### src/rtl/spike_mac_accum.sv
// ---------------------------------------------------------------------------
// spike_mac_accum
//
// Pipelined spike-gated multiply-accumulate. Each beat carries N spike bits and
// N signed weights. Every weight is masked by its spike bit. The masked weights
// are reduced into a partial sum, and BEATS consecutive partial sums are then
// accumulated into one saturating result per frame.
//
// Pipeline: S1 input register -> S2 partial-sum register -> accumulator/result.
// A beat accepted at edge k shows up in the result at edge k+2.
//
// Ports
//   clk        in   rising-edge clock
//   rst_n      in   synchronous active-low reset
//   clear      in   synchronous flush of the in-flight frame (result is kept)
//   in_valid   in   beat present
//   in_ready   out  beat can be accepted (combinational from out_ready/clear)
//   pixels_in  in   N spike bits, lane i = pixels_in[i]
//   weights_in in   N*W weights, lane i = weights_in[i*W +: W]
//   out_valid  out  frame result held
//   out_ready  in   downstream accepts the result
//   sum_out    out  signed frame sum, ACC_W bits
//   sat_out    out  frame saturated at least once
// ---------------------------------------------------------------------------
module spike_mac_accum #(
    parameter int N     = 5,
    parameter int W     = 16,
    parameter int BEATS = 4,
    parameter int ACC_W = 24
) (
    input  logic                    clk,
    input  logic                    rst_n,
    input  logic                    clear,
    input  logic                    in_valid,
    output logic                    in_ready,
    input  logic [N-1:0]            pixels_in,
    input  logic [N*W-1:0]          weights_in,
    output logic                    out_valid,
    input  logic                    out_ready,
    output logic signed [ACC_W-1:0] sum_out,
    output logic                    sat_out
);

    localparam int PW = W + $clog2(N);
    localparam int CW = (BEATS > 1) ? $clog2(BEATS) : 1;
    localparam logic [CW-1:0]    LAST_CNT = CW'(BEATS - 1);
    localparam logic [ACC_W-1:0] ACC_MAX  = {1'b0, {(ACC_W-1){1'b1}}};
    localparam logic [ACC_W-1:0] ACC_MIN  = {1'b1, {(ACC_W-1){1'b0}}};

    if (N < 2 || BEATS < 1 || ACC_W < PW) begin : g_bad_param
        $error("spike_mac_accum: need N>=2, BEATS>=1, ACC_W>=W+clog2(N)");
    end

    // ---------------- state ----------------
    logic              s1_valid_q, s1_valid_d;
    logic              s1_last_q,  s1_last_d;
    logic [N-1:0]      s1_pix_q,   s1_pix_d;
    logic [N*W-1:0]    s1_w_q,     s1_w_d;
    logic [CW-1:0]     beat_cnt_q, beat_cnt_d;

    logic              s2_valid_q, s2_valid_d;
    logic              s2_last_q,  s2_last_d;
    logic [PW-1:0]     psum_q,     psum_d;

    logic [ACC_W-1:0]  acc_q,      acc_d;
    logic              sat_q,      sat_d;

    logic              out_valid_q, out_valid_d;
    logic [ACC_W-1:0]  sum_out_q,   sum_out_d;
    logic              sat_out_q,   sat_out_d;

    // ---------------- handshake ----------------
    logic stall;
    logic accept;
    logic load;

    // A last beat waiting in S2 cannot retire while the previous result is
    // still unclaimed; everything upstream of the output then freezes.
    assign stall    = s2_valid_q && s2_last_q && out_valid_q && !out_ready;
    assign in_ready = rst_n && !stall && !clear;
    assign accept   = in_valid && in_ready;
    assign load     = !clear && !stall && s2_valid_q && s2_last_q;

    // ---------------- S2 partial sum ----------------
    logic [PW-1:0] lane_val [N];
    logic [PW-1:0] psum_comb;

    for (genvar gi = 0; gi < N; gi++) begin : g_lane
        assign lane_val[gi] = s1_pix_q[gi]
            ? {{(PW-W){s1_w_q[gi*W + W-1]}}, s1_w_q[gi*W +: W]}
            : '0;
    end

    // PW is wide enough that this reduction never overflows.
    always_comb begin
        psum_comb = '0;
        for (int i = 0; i < N; i++) begin
            psum_comb = psum_comb + lane_val[i];
        end
    end

    // ---------------- accumulate with saturation ----------------
    // acc_q and sat_q are already zero at the start of every frame (after a
    // last beat, clear or reset), so the first beat needs no special case.
    logic [ACC_W:0]   acc_ext;
    logic [ACC_W:0]   psum_ext;
    logic [ACC_W:0]   acc_sum;
    logic             ovf_pos;
    logic             ovf_neg;
    logic [ACC_W-1:0] acc_clamped;
    logic             sat_new;

    assign acc_ext  = {acc_q[ACC_W-1], acc_q};
    assign psum_ext = {{(ACC_W+1-PW){psum_q[PW-1]}}, psum_q};
    assign acc_sum  = acc_ext + psum_ext;

    // Sign bit and the bit below it disagree only when the sum left the
    // ACC_W-bit range; which one is set tells the direction.
    assign ovf_pos     = !acc_sum[ACC_W] &&  acc_sum[ACC_W-1];
    assign ovf_neg     =  acc_sum[ACC_W] && !acc_sum[ACC_W-1];
    assign acc_clamped = ovf_pos ? ACC_MAX : (ovf_neg ? ACC_MIN : acc_sum[ACC_W-1:0]);
    assign sat_new     = sat_q || ovf_pos || ovf_neg;

    // ---------------- next state ----------------
    always_comb begin
        s1_valid_d  = s1_valid_q;
        s1_last_d   = s1_last_q;
        s1_pix_d    = s1_pix_q;
        s1_w_d      = s1_w_q;
        beat_cnt_d  = beat_cnt_q;
        s2_valid_d  = s2_valid_q;
        s2_last_d   = s2_last_q;
        psum_d      = psum_q;
        acc_d       = acc_q;
        sat_d       = sat_q;
        out_valid_d = out_valid_q;
        sum_out_d   = sum_out_q;
        sat_out_d   = sat_out_q;

        if (clear) begin
            s1_valid_d = 1'b0;
            s2_valid_d = 1'b0;
            acc_d      = '0;
            sat_d      = 1'b0;
            beat_cnt_d = '0;
        end else if (!stall) begin
            s1_valid_d = accept;
            if (accept) begin
                s1_pix_d   = pixels_in;
                s1_w_d     = weights_in;
                s1_last_d  = (beat_cnt_q == LAST_CNT);
                beat_cnt_d = (beat_cnt_q == LAST_CNT) ? '0 : beat_cnt_q + CW'(1);
            end

            s2_valid_d = s1_valid_q;
            s2_last_d  = s1_last_q;
            psum_d     = psum_comb;

            if (s2_valid_q) begin
                if (s2_last_q) begin
                    acc_d = '0;
                    sat_d = 1'b0;
                end else begin
                    acc_d = acc_clamped;
                    sat_d = sat_new;
                end
            end
        end

        // A fresh result wins over the consumption of the old one.
        if (load) begin
            out_valid_d = 1'b1;
            sum_out_d   = acc_clamped;
            sat_out_d   = sat_new;
        end else if (out_ready) begin
            out_valid_d = 1'b0;
        end
    end

    // ---------------- registers ----------------
    always_ff @(posedge clk) begin
        if (!rst_n) begin
            s1_valid_q  <= 1'b0;
            s1_last_q   <= 1'b0;
            s1_pix_q    <= '0;
            s1_w_q      <= '0;
            beat_cnt_q  <= '0;
            s2_valid_q  <= 1'b0;
            s2_last_q   <= 1'b0;
            psum_q      <= '0;
            acc_q       <= '0;
            sat_q       <= 1'b0;
            out_valid_q <= 1'b0;
            sum_out_q   <= '0;
            sat_out_q   <= 1'b0;
        end else begin
            s1_valid_q  <= s1_valid_d;
            s1_last_q   <= s1_last_d;
            s1_pix_q    <= s1_pix_d;
            s1_w_q      <= s1_w_d;
            beat_cnt_q  <= beat_cnt_d;
            s2_valid_q  <= s2_valid_d;
            s2_last_q   <= s2_last_d;
            psum_q      <= psum_d;
            acc_q       <= acc_d;
            sat_q       <= sat_d;
            out_valid_q <= out_valid_d;
            sum_out_q   <= sum_out_d;
            sat_out_q   <= sat_out_d;
        end
    end

    assign out_valid = out_valid_q;
    assign sum_out   = sum_out_q;
    assign sat_out   = sat_out_q;

endmodule

### config.mk
export PLATFORM = sky130hd
export DESIGN_NAME = spike_mac_accum
export DESIGN_NICKNAME = d
export VERILOG_FILES = /design/src/rtl/spike_mac_accum.sv
export SDC_FILE = /design/constraint.sdc
export NUM_CORES = 1
export LEC_CHECK = 0
export CORE_ASPECT_RATIO = 1.5
export CORE_UTILIZATION = 52
export DETAILED_ROUTE_END_ITERATION = 8
export PLACE_DENSITY = 0.85
export SLEW_MARGIN = 40
export SYNTH_ARGS = -nofsm -noshare
export SYNTH_HDL_FRONTEND = slang
export SYNTH_SLANG_ARGS = --single-unit
### constraint.sdc
create_clock -name clk -period 5.55 [get_ports clk]
set_input_delay 0.8325 -clock clk [delete_from_list [all_inputs] [get_ports clk]]
set_output_delay 0.8325 -clock clk [all_outputs]
set_load 0.03 [all_outputs]
### Yosys cells after proc, flatten, opt, wreduce, memory -nomap -nowiden

Cells that the tools add are included.

| word-level totals | value |
|---|---|
| bits in registers | 161 |
| bits of input ports | 90 |
| output and inout bits | 27 |
| logic and storage cells | 59 |

| cells by class | value |
|---|---|
| $add $sub $neg | 6 |
| equal/unequal tests | 1 |
| mux-type cells | 12 |
| bitwise operators | 3 |
| reduce and logical (&&, ||, !) cells | 24 |

Operator list:

| kind | number |
|---|---|
| 19-bit 2-to-1 mux | 5 |
| 19-bit adder | 4 |
| 24-bit 2-to-1 mux | 3 |
| 24-bit by 19-bit adder with 25-bit output | 1 |
| 1-bit logical AND | 11 |
| 2-bit AND reduction | 3 |
| 1-bit logical NOT | 5 |
| 1-bit 2-to-1 mux | 3 |
| 1-bit NOT | 3 |
| 3-bit AND reduction | 1 |
| 2-bit by 1-bit adder with 2-bit output, second input constant | 1 |
| 2-bit equality test, second input constant | 1 |
| 1-bit logical OR | 2 |
| 2-bit 2-to-1 mux | 1 |
| 2-bit nonzero test | 1 |
| 2-bit OR reduction | 1 |

### Depth between registers and ports, before layout

Gate-level depths: netlist (run 1).

| logic depth | value |
|---|---|
| word-level depth | 8 |
| gate-level depth with buffers | 17 |
| mapped depth without buffers | 16 |

### Worst setup path before layout (run 1)

No wires, ideal clock.

| timing | value |
|---|---|
| path kind | flip-flop to flip-flop |
| from | reg s1_pix_q[4] |
| to | reg psum_q[16] |
| setup time | 0.115 ns |
| arrival | 4.422 ns |
| data required time | 5.435 ns |
| path slack | 1.013 ns |
| stages on the path, launching flop included | 17 |
| buffers on the path | 1 |
| period minus slack after synthesis | 4.537 ns |
| path through | dfxtp_1 -> clkbuf_1 -> and2_1 -> fa_1 -> fa_1 -> inv_1 -> fa_1 -> inv_1 -> ha_1 -> a211oi_1 -> o21ai_0 -> a2111oi_1 -> o21ai_0 -> a31oi_1 -> xor2_1 -> o21ai_0 -> and2_1 |

| between the ends | value |
|---|---|
| cells in the longest elaborated chain, start to end | 2 |

Ends and longest elaborated chain:

| item | line | text |
|---|---|---|
| from (decl) | 57 | `logic [N-1:0] s1_pix_q, s1_pix_d;` |
| from (signal assigned) | 199 | `s1_pix_q <= s1_pix_d;` |
| 19-bit 2-to-1 mux | 90 | `? {{(PW-W){s1_w_q[gi*W + W-1]}}, s1_w_q[gi*W +: W]}` |
| 19-bit adder | 98 | `psum_comb = psum_comb + lane_val[i];` |
| to (signal assigned) | 204 | `psum_q <= psum_d;` |
| to (decl) | 63 | `logic [PW-1:0] psum_q, psum_d;` |

Every way passes these cells.
A chain may end at the register's enable or synchronous reset.

### Worst setup path after layout (run 1)

Ends and elaborated chain as after synthesis.

==> results.toml, run 1 <==
[final_layout]
register_area_sq_um = 3220
layout.nets = 1426
instances_no_fill = 1470
drive_gt1_share_pct = 5.43
multi_input_area_sq_um = 5910
stdcell_area_sq_um = 11500
fin_util_pct = 64.0
fillers = 1493
area_delta_synth_final_pct = 19.6
antenna_cells = 0

[detailed_routing]
routed_wirelength_um = 23800
wl_per_cell_um = 16.2
routed_via_density = 5.50
vias = 8090
ant_nets = 0
dr.pass1.iters = 5
first_iter_violations = 390
drc_errors = 0

[cts]
htreeDepth = 4
cts_hold_buf = 0
clk_pin_slew_worst_paths_ns = 0.06
cts_buffers = 17
clock_sinks = 161
postCtsSetupRepairBufs = 0
cts_root_buf = "clkbuf_16"
post_cts_resized = 0
clock_latency_ns = 0.44
cts_tree = "yes"
clk_path_buf_depth = 2

[setup_path]
cp_num_buf_inv = 2
critPathTopFamily = "adder cells"
crit_path_end_kind = "flip-flop"
crit_fanout = 17
required_ns = 5.88
worst-path-stages = 15
rrSetupSlack_ns = 0.53
worst-r2r-cell-count = 15
cp_slowest_stage_delay_ns = 0.67
startpoint_type = "flip-flop"
cp_data_arrival_time_ns = 5.35
crit_chain = "and2_1 > fa_1 > fa_1 > inv_1 > fa_1 > inv_1 > ha_1 > a211oi_1 > o21ai_0 > a2111oi_1 > o21ai_0 > a31oi_1 > xor2_1 > o21ai_0 > and2_1"
path_class = "flip-flop to flip-flop"
cpMaxStageDelayCell = "a2111oi_1"

[logic_synthesis]
ys_async_sr_fraction_pct = 0
synthTopCellsByArea = "dfxtp_1 33%, nand2_1 11%, fa_1 11%, a21boi_0 7.1%, ha_1 5.7%"
synthDistinctLibCells = 68
ys_warn_count = 0
avgSynthCellArea_sq_um = 8.39
synth-seq-cells = 161
syn-cell-area_sq_um = 9640
ys_seq_area_share_pct = 33.5
syn-num-nets = 1334
synth_top_area_cell = "dfxtp_1"
synthFlopType = "dfxtp_1"
synth_edf_count = 0
synth_top_area_share_pct = 33.5
syn_inst = 1149

[run_status]
outcome = "finished, final reports clean"

[sta]
worst_pin_slew_ns = 0.743
post-route-min-period_ns = 5.02
maxSlewHeadroom_pct = 50.5
max_freq_mhz = 199
finalSetupViolCount = 0
post-route-period-util_pct = 90.4
slew_violations = 0
fin_tns_setup_ns = 0
rsz0062_at_grt = "false"
fin_worst_skew_ns = 0.00698
finalHoldViolCount = 0

[global_route]
antenna_found_initial = 0
grt_pass1_wl_um = 38900
grt_pass1_vias = 8236
grt_use_total_pct = 26.2
overflow = 0
grt_max_degree = 81

[pwr]
p_leak_nw = 4.77
ir_worst_vdd_uv = 183
pwr-share-seq_pct = 47.0
p_sw_mw = 0.586
power.total_mw = 2.55
p_per_area_nw_per_um2 = 221
p_int_mw = 1.96
swShare_pct = 23.0
pwr-share-clk_pct = 45.9
pwr-share-comb_pct = 7.0

[floorplanning]
initial_utilization_pct = 53.5
ios = 117
die_x_um = 113
die_h_um = 169
die_area_sq_um = 19100
rows = 60
core_area_sq_um = 18000

[job]
drv_cap = 0

[place]
dp.cells = 1439
portBuffers = 116
routabilityCongestion = 0.940
detailed_place.area_sq_um = 10900
dp_hpwl_um = 18100

[min_path]
hold-path-cell-count = 2
hold_class = "flip-flop to flip-flop"
==> placed cells by master (no fill, tap or decap), types with 19 or more instances in the layout <==
cell type	Yosys	layout
dfxtp_1	161	161
xnor2_1	19	19
o21ai_0	55	55
fa_1	51	51
nand2_1	273	272
clkdlybuf4s50_1	0	115
ha_1	44	44
a21oi_1	41	41
nor2_1	29	29
a21boi_0	91	91
inv_1	74	74
o211ai_1	19	19
and2_1	69	69
==> layer usage <==
layer  share of wire (%)  track usage [%]  wire length [um]
met5                   0                0                 0
met4                 6.3             17.6              1500
met3                 3.6             5.19               862
met2                  52             48.3             12500
met1                  38             26.3              8950
==> power by group through the flow <==
stage          clock network, mW  logic, mW  registers, mW
3_5_place_dp                   0      0.179           1.22
4_1_cts                     1.18      0.181           1.20
2_1_floorplan                  0     0.0901           1.22
5_1_grt                     1.23      0.198           1.20
6_report                    1.17      0.180           1.20
3_3_place_gp                   0      0.176           1.22
==> Yosys cell counts (19+ instances only) <==
| master | count |
|---|---|
| o211ai_1 | 19 |
| fa_1 | 51 |
| ha_1 | 44 |
| inv_1 | 74 |
| clkbuf_1 | 48 |
| a21oi_1 | 41 |
| nand2_1 | 273 |
| a21boi_0 | 91 |
| xnor2_1 | 19 |
| nor2_1 | 29 |
| dfxtp_1 | 161 |
| and2_1 | 69 |
| o21ai_0 | 55 |
==> metrics by stage <==
stage | setup WS (ns) | hold WS [ns]
after CTS | 0.516 | 0.460
final | 0.533 | 0.458
after detailed placement | 0.545 | 0.449
after global placement | 0.603 | 0.443
after floorplan | 1.01 | 0.429
after global routing | 0.234 | 0.473
==> state kept, by name (all words and copies together) (netlist names), 2 cells and up <==
signal,cells
beat_cnt_q,2
s1_w_q,80
sum_out,24
psum_q,19
s1_pix_q,5
acc_q,24
==> final timing paths <==
path / startpoint / end
min reg2reg: s1_valid_q / s1_valid_q
max reg2reg: s1_pix_q[4] / psum_q[16]
min: s1_valid_q / s1_valid_q
max: s1_pix_q[4] / psum_q[16]
==> cell type report <==
| class | instances | share of cell area (%) |
|---|---|---|
| clock buffers | 20 | 3.96 |
| well taps | 217 | 2.36 |
| repair buffers | 128 | 10.9 |
| inverters | 74 | 2.41 |
| multi-input cells | 859 | 51.2 |
| flip-flops and latches | 161 | 28.0 |
| clock inverters | 11 | 1.15 |
==> worst reg2reg max path, cell delays in order, from the launching register on <==
cell	delay, ns
dfxtp_1	0.62
and2_1	0.24
fa_1	0.43
fa_1	0.54
inv_1	0.05
fa_1	0.58
inv_1	0.06
ha_1	0.30
a211oi_1	0.28
o21ai_0	0.18
a2111oi_1	0.67
o21ai_0	0.31
a31oi_1	0.25
xor2_1	0.15
o21ai_0	0.07
and2_1	0.17
==> cells by family (layout without fill, tap and decap cells) <==
family | Yosys count | after routing | synth area share, %
AO/OA/AOI/OAI | 296 | 296 | 21.4
XOR/XNOR | 30 | 30 | 2.73
adder cells (fa/ha/maj) | 95 | 95 | 16.3
buffers and inverters | 129 | 233 | 5.38
flip-flops | 161 | 161 | 33.5
multiplexers | 1 | 1 | 0.104
AND/OR/NAND/NOR | 437 | 437 | 20.6
(Power assumes the default switching activity.)
==> inputs of run 2 (changes only) <==
--- a/config.mk
+++ b/config.mk
@@ -9,6 +9,7 @@
 export CORE_UTILIZATION = 52
 export DETAILED_ROUTE_END_ITERATION = 8
 export PLACE_DENSITY = 0.85
+export SKIP_LAST_GASP = 1
 export SLEW_MARGIN = 40
 export SYNTH_ARGS = -nofsm -noshare
 export SYNTH_HDL_FRONTEND = slang
==> results of run 2 <==
The final DEF is identical to that of run 1; final timing and power are the same.
==> inputs of run 3 (changes only) <==
--- a/config.mk
+++ b/config.mk
@@ -8,6 +8,7 @@
 export CORE_ASPECT_RATIO = 1.5
 export CORE_UTILIZATION = 52
 export DETAILED_ROUTE_END_ITERATION = 8
+export HOLD_SLACK_MARGIN = 0.12
 export PLACE_DENSITY = 0.85
 export SKIP_LAST_GASP = 1
 export SLEW_MARGIN = 40
==> constraint.sdc (replaced) <==
create_clock -name clk -period 4.68 [get_ports clk]
set_input_delay 0.702 -clock clk [delete_from_list [all_inputs] [get_ports clk]]
set_output_delay 0.702 -clock clk [all_outputs]
set_load 0.03 [all_outputs]
==> results.toml, run 3 (same netlist as run 1, synthesis figures left out) <==
[pwr]
p_int_mw = 2.48
ir_worst_vdd_uv = 228
pwr-share-clk_pct = 48.5
p_sw_mw = 0.700
swShare_pct = 22.0
p_leak_nw = 4.86
p_per_area_nw_per_um2 = 271
pwr-share-comb_pct = 6.8
pwr-share-seq_pct = 44.7

[detailed_routing]
vias = 8222
dr.pass1.iters = 5
ant_nets = 0
routed_via_density = 5.54
first_iter_violations = 344
drc_errors = 0
routed_wirelength_um = 24200
wl_per_cell_um = 16.3

[setup_path]
path_class = "flip-flop to flip-flop"
cp_data_arrival_time_ns = 4.85
crit_path_end_kind = "flip-flop"
startpoint_type = "flip-flop"
required_ns = 4.98
rrSetupSlack_ns = 0.13
crit_fanout = 7

[final_layout]
stdcell_area_sq_um = 11700
largest_reg_flops = 80
regMostFlops = "s1_w_q"
final_cell_mix = "272 x nand2_1, 159 x dfxtp_1, 115 x clkdlybuf4s50_1, 91 x a21boi_0, 74 x inv_1"
drive_gt1_share_pct = 7.10
antenna_cells = 0
area_delta_synth_final_pct = 21.8
fillers = 1455
final_common_cell = "nand2_1"
layout.nets = 1441

[sta]
max_freq_mhz = 220
finalHoldViolCount = 0
maxSlewHeadroom_pct = 50.1
finalSetupViolCount = 0
post-route-period-util_pct = 97.2
slew_violations = 0
setup_ws_ns = 0.133
worst_pin_slew_ns = 0.748
post-route-min-period_ns = 4.55
fin_worst_skew_ns = 0.0123

[cts]
cts_root_buf = "clkbuf_16"
htreeDepth = 4
clock_sinks = 161
clk_pin_slew_worst_paths_ns = 0.06
cts_buffers = 17
clk_path_buf_depth = 2
clock_latency_ns = 0.42
cts_hold_buf = 0
cts_tree = "yes"

[job]
drv_cap = 0

[global_route]
grt_pass1_wl_um = 39400
overflow = 0
grt_max_degree = 82
grt_pass1_vias = 8123
antenna_found_initial = 0
grt_use_total_pct = 26.2

[floorplanning]
die_area_sq_um = 19100
core_area_sq_um = 18000
rows = 60
die_h_um = 169
die_x_um = 113
initial_utilization_pct = 53.5
ios = 117

[place]
dp_hpwl_um = 18400
routabilityCongestion = 0.986
dpl_worst_slack_ns = -0.0188
portBuffers = 116
detailed_place.area_sq_um = 11000

[min_path]
hold_class = "flip-flop to flip-flop"

[run_status]
outcome = "finished, final reports clean"
[run 3: worst max-delay path: stages, from the launching register on]
cell and delay [ns]:
dfxtp_1 0.32, buf_4 0.15, and2_1 0.16, fa_1 0.48, fa_1 0.55, inv_1 0.05
fa_1 0.52, inv_1 0.04, ha_1 0.35, o21ai_0 0.31, o21ai_0 0.23, a2111oi_4 0.39
o21ai_0 0.24, a31oi_1 0.24, xor2_1 0.15, o21ai_0 0.07, and2_1 0.17
[run 3: layout make-up]
type | instances | area (sq um) | share of cell area, %
Clock buffer | 19 | 443 | 3.78
Clock inverter | 12 | 205 | 1.75
Inverter | 74 | 278 | 2.37
Multi-Input combinational cell | 859 | 5940 | 50.6
Sequential cell | 161 | 3230 | 27.5
Tap cell | 217 | 272 | 2.31
Timing Repair Buffer | 143 | 1370 | 11.6
[run 3: power groups by stage]
stage                     logic [mW]  registers [mW]  clock network, mW
after floorplan                0.107            1.44                  0
after global placement         0.212            1.45                  0
after detailed placement       0.215            1.45                  0
after CTS                      0.217            1.42               1.56
after global routing           0.240            1.42               1.60
final                          0.217            1.42               1.54
[run 3: per-stage QoR]
step	power (mW)	hold slack [ns]	setup TNS (ns)	std cells	utilization, %
final	3.18	0.454	0	1485	65.1
after global placement	1.66	0.441	0	1451	61.1
after CTS	3.19	0.458	0	1482	64.8
after global routing	3.27	0.483	-0.121	1485	65.1
after floorplan	1.55	0.429	0	1149	-
after detailed placement	1.67	0.447	-0.0365	1451	61.1
[run 3: final timing paths]
check	from	to	depth (start not counted)
max	s1_pix_q[2]	psum_q[16]	16
min	s1_valid_q	s1_valid_q	2
max reg2reg	s1_pix_q[2]	psum_q[16]	16
min reg2reg	s1_valid_q	s1_valid_q	2
[run 3: repair_timing]
item,4_1_cts,5_1_grt
setup buffers,0,3
resized for setup,2,8
setup endpoints to repair,3,8
pin swaps,0,7
endpoints found under the hold margin,0,0
[run 3: metal layers]
layer | wire length, um | up-vias | global-route usage (%)
li1 | - | 4053 | -
met1 | 9310 | 3831 | 28.3
met2 | 12600 | 254 | 47.9
met3 | 850 | 84 | 3.58
met4 | 1390 | 0 | 16.1
met5 | 0 | - | 0
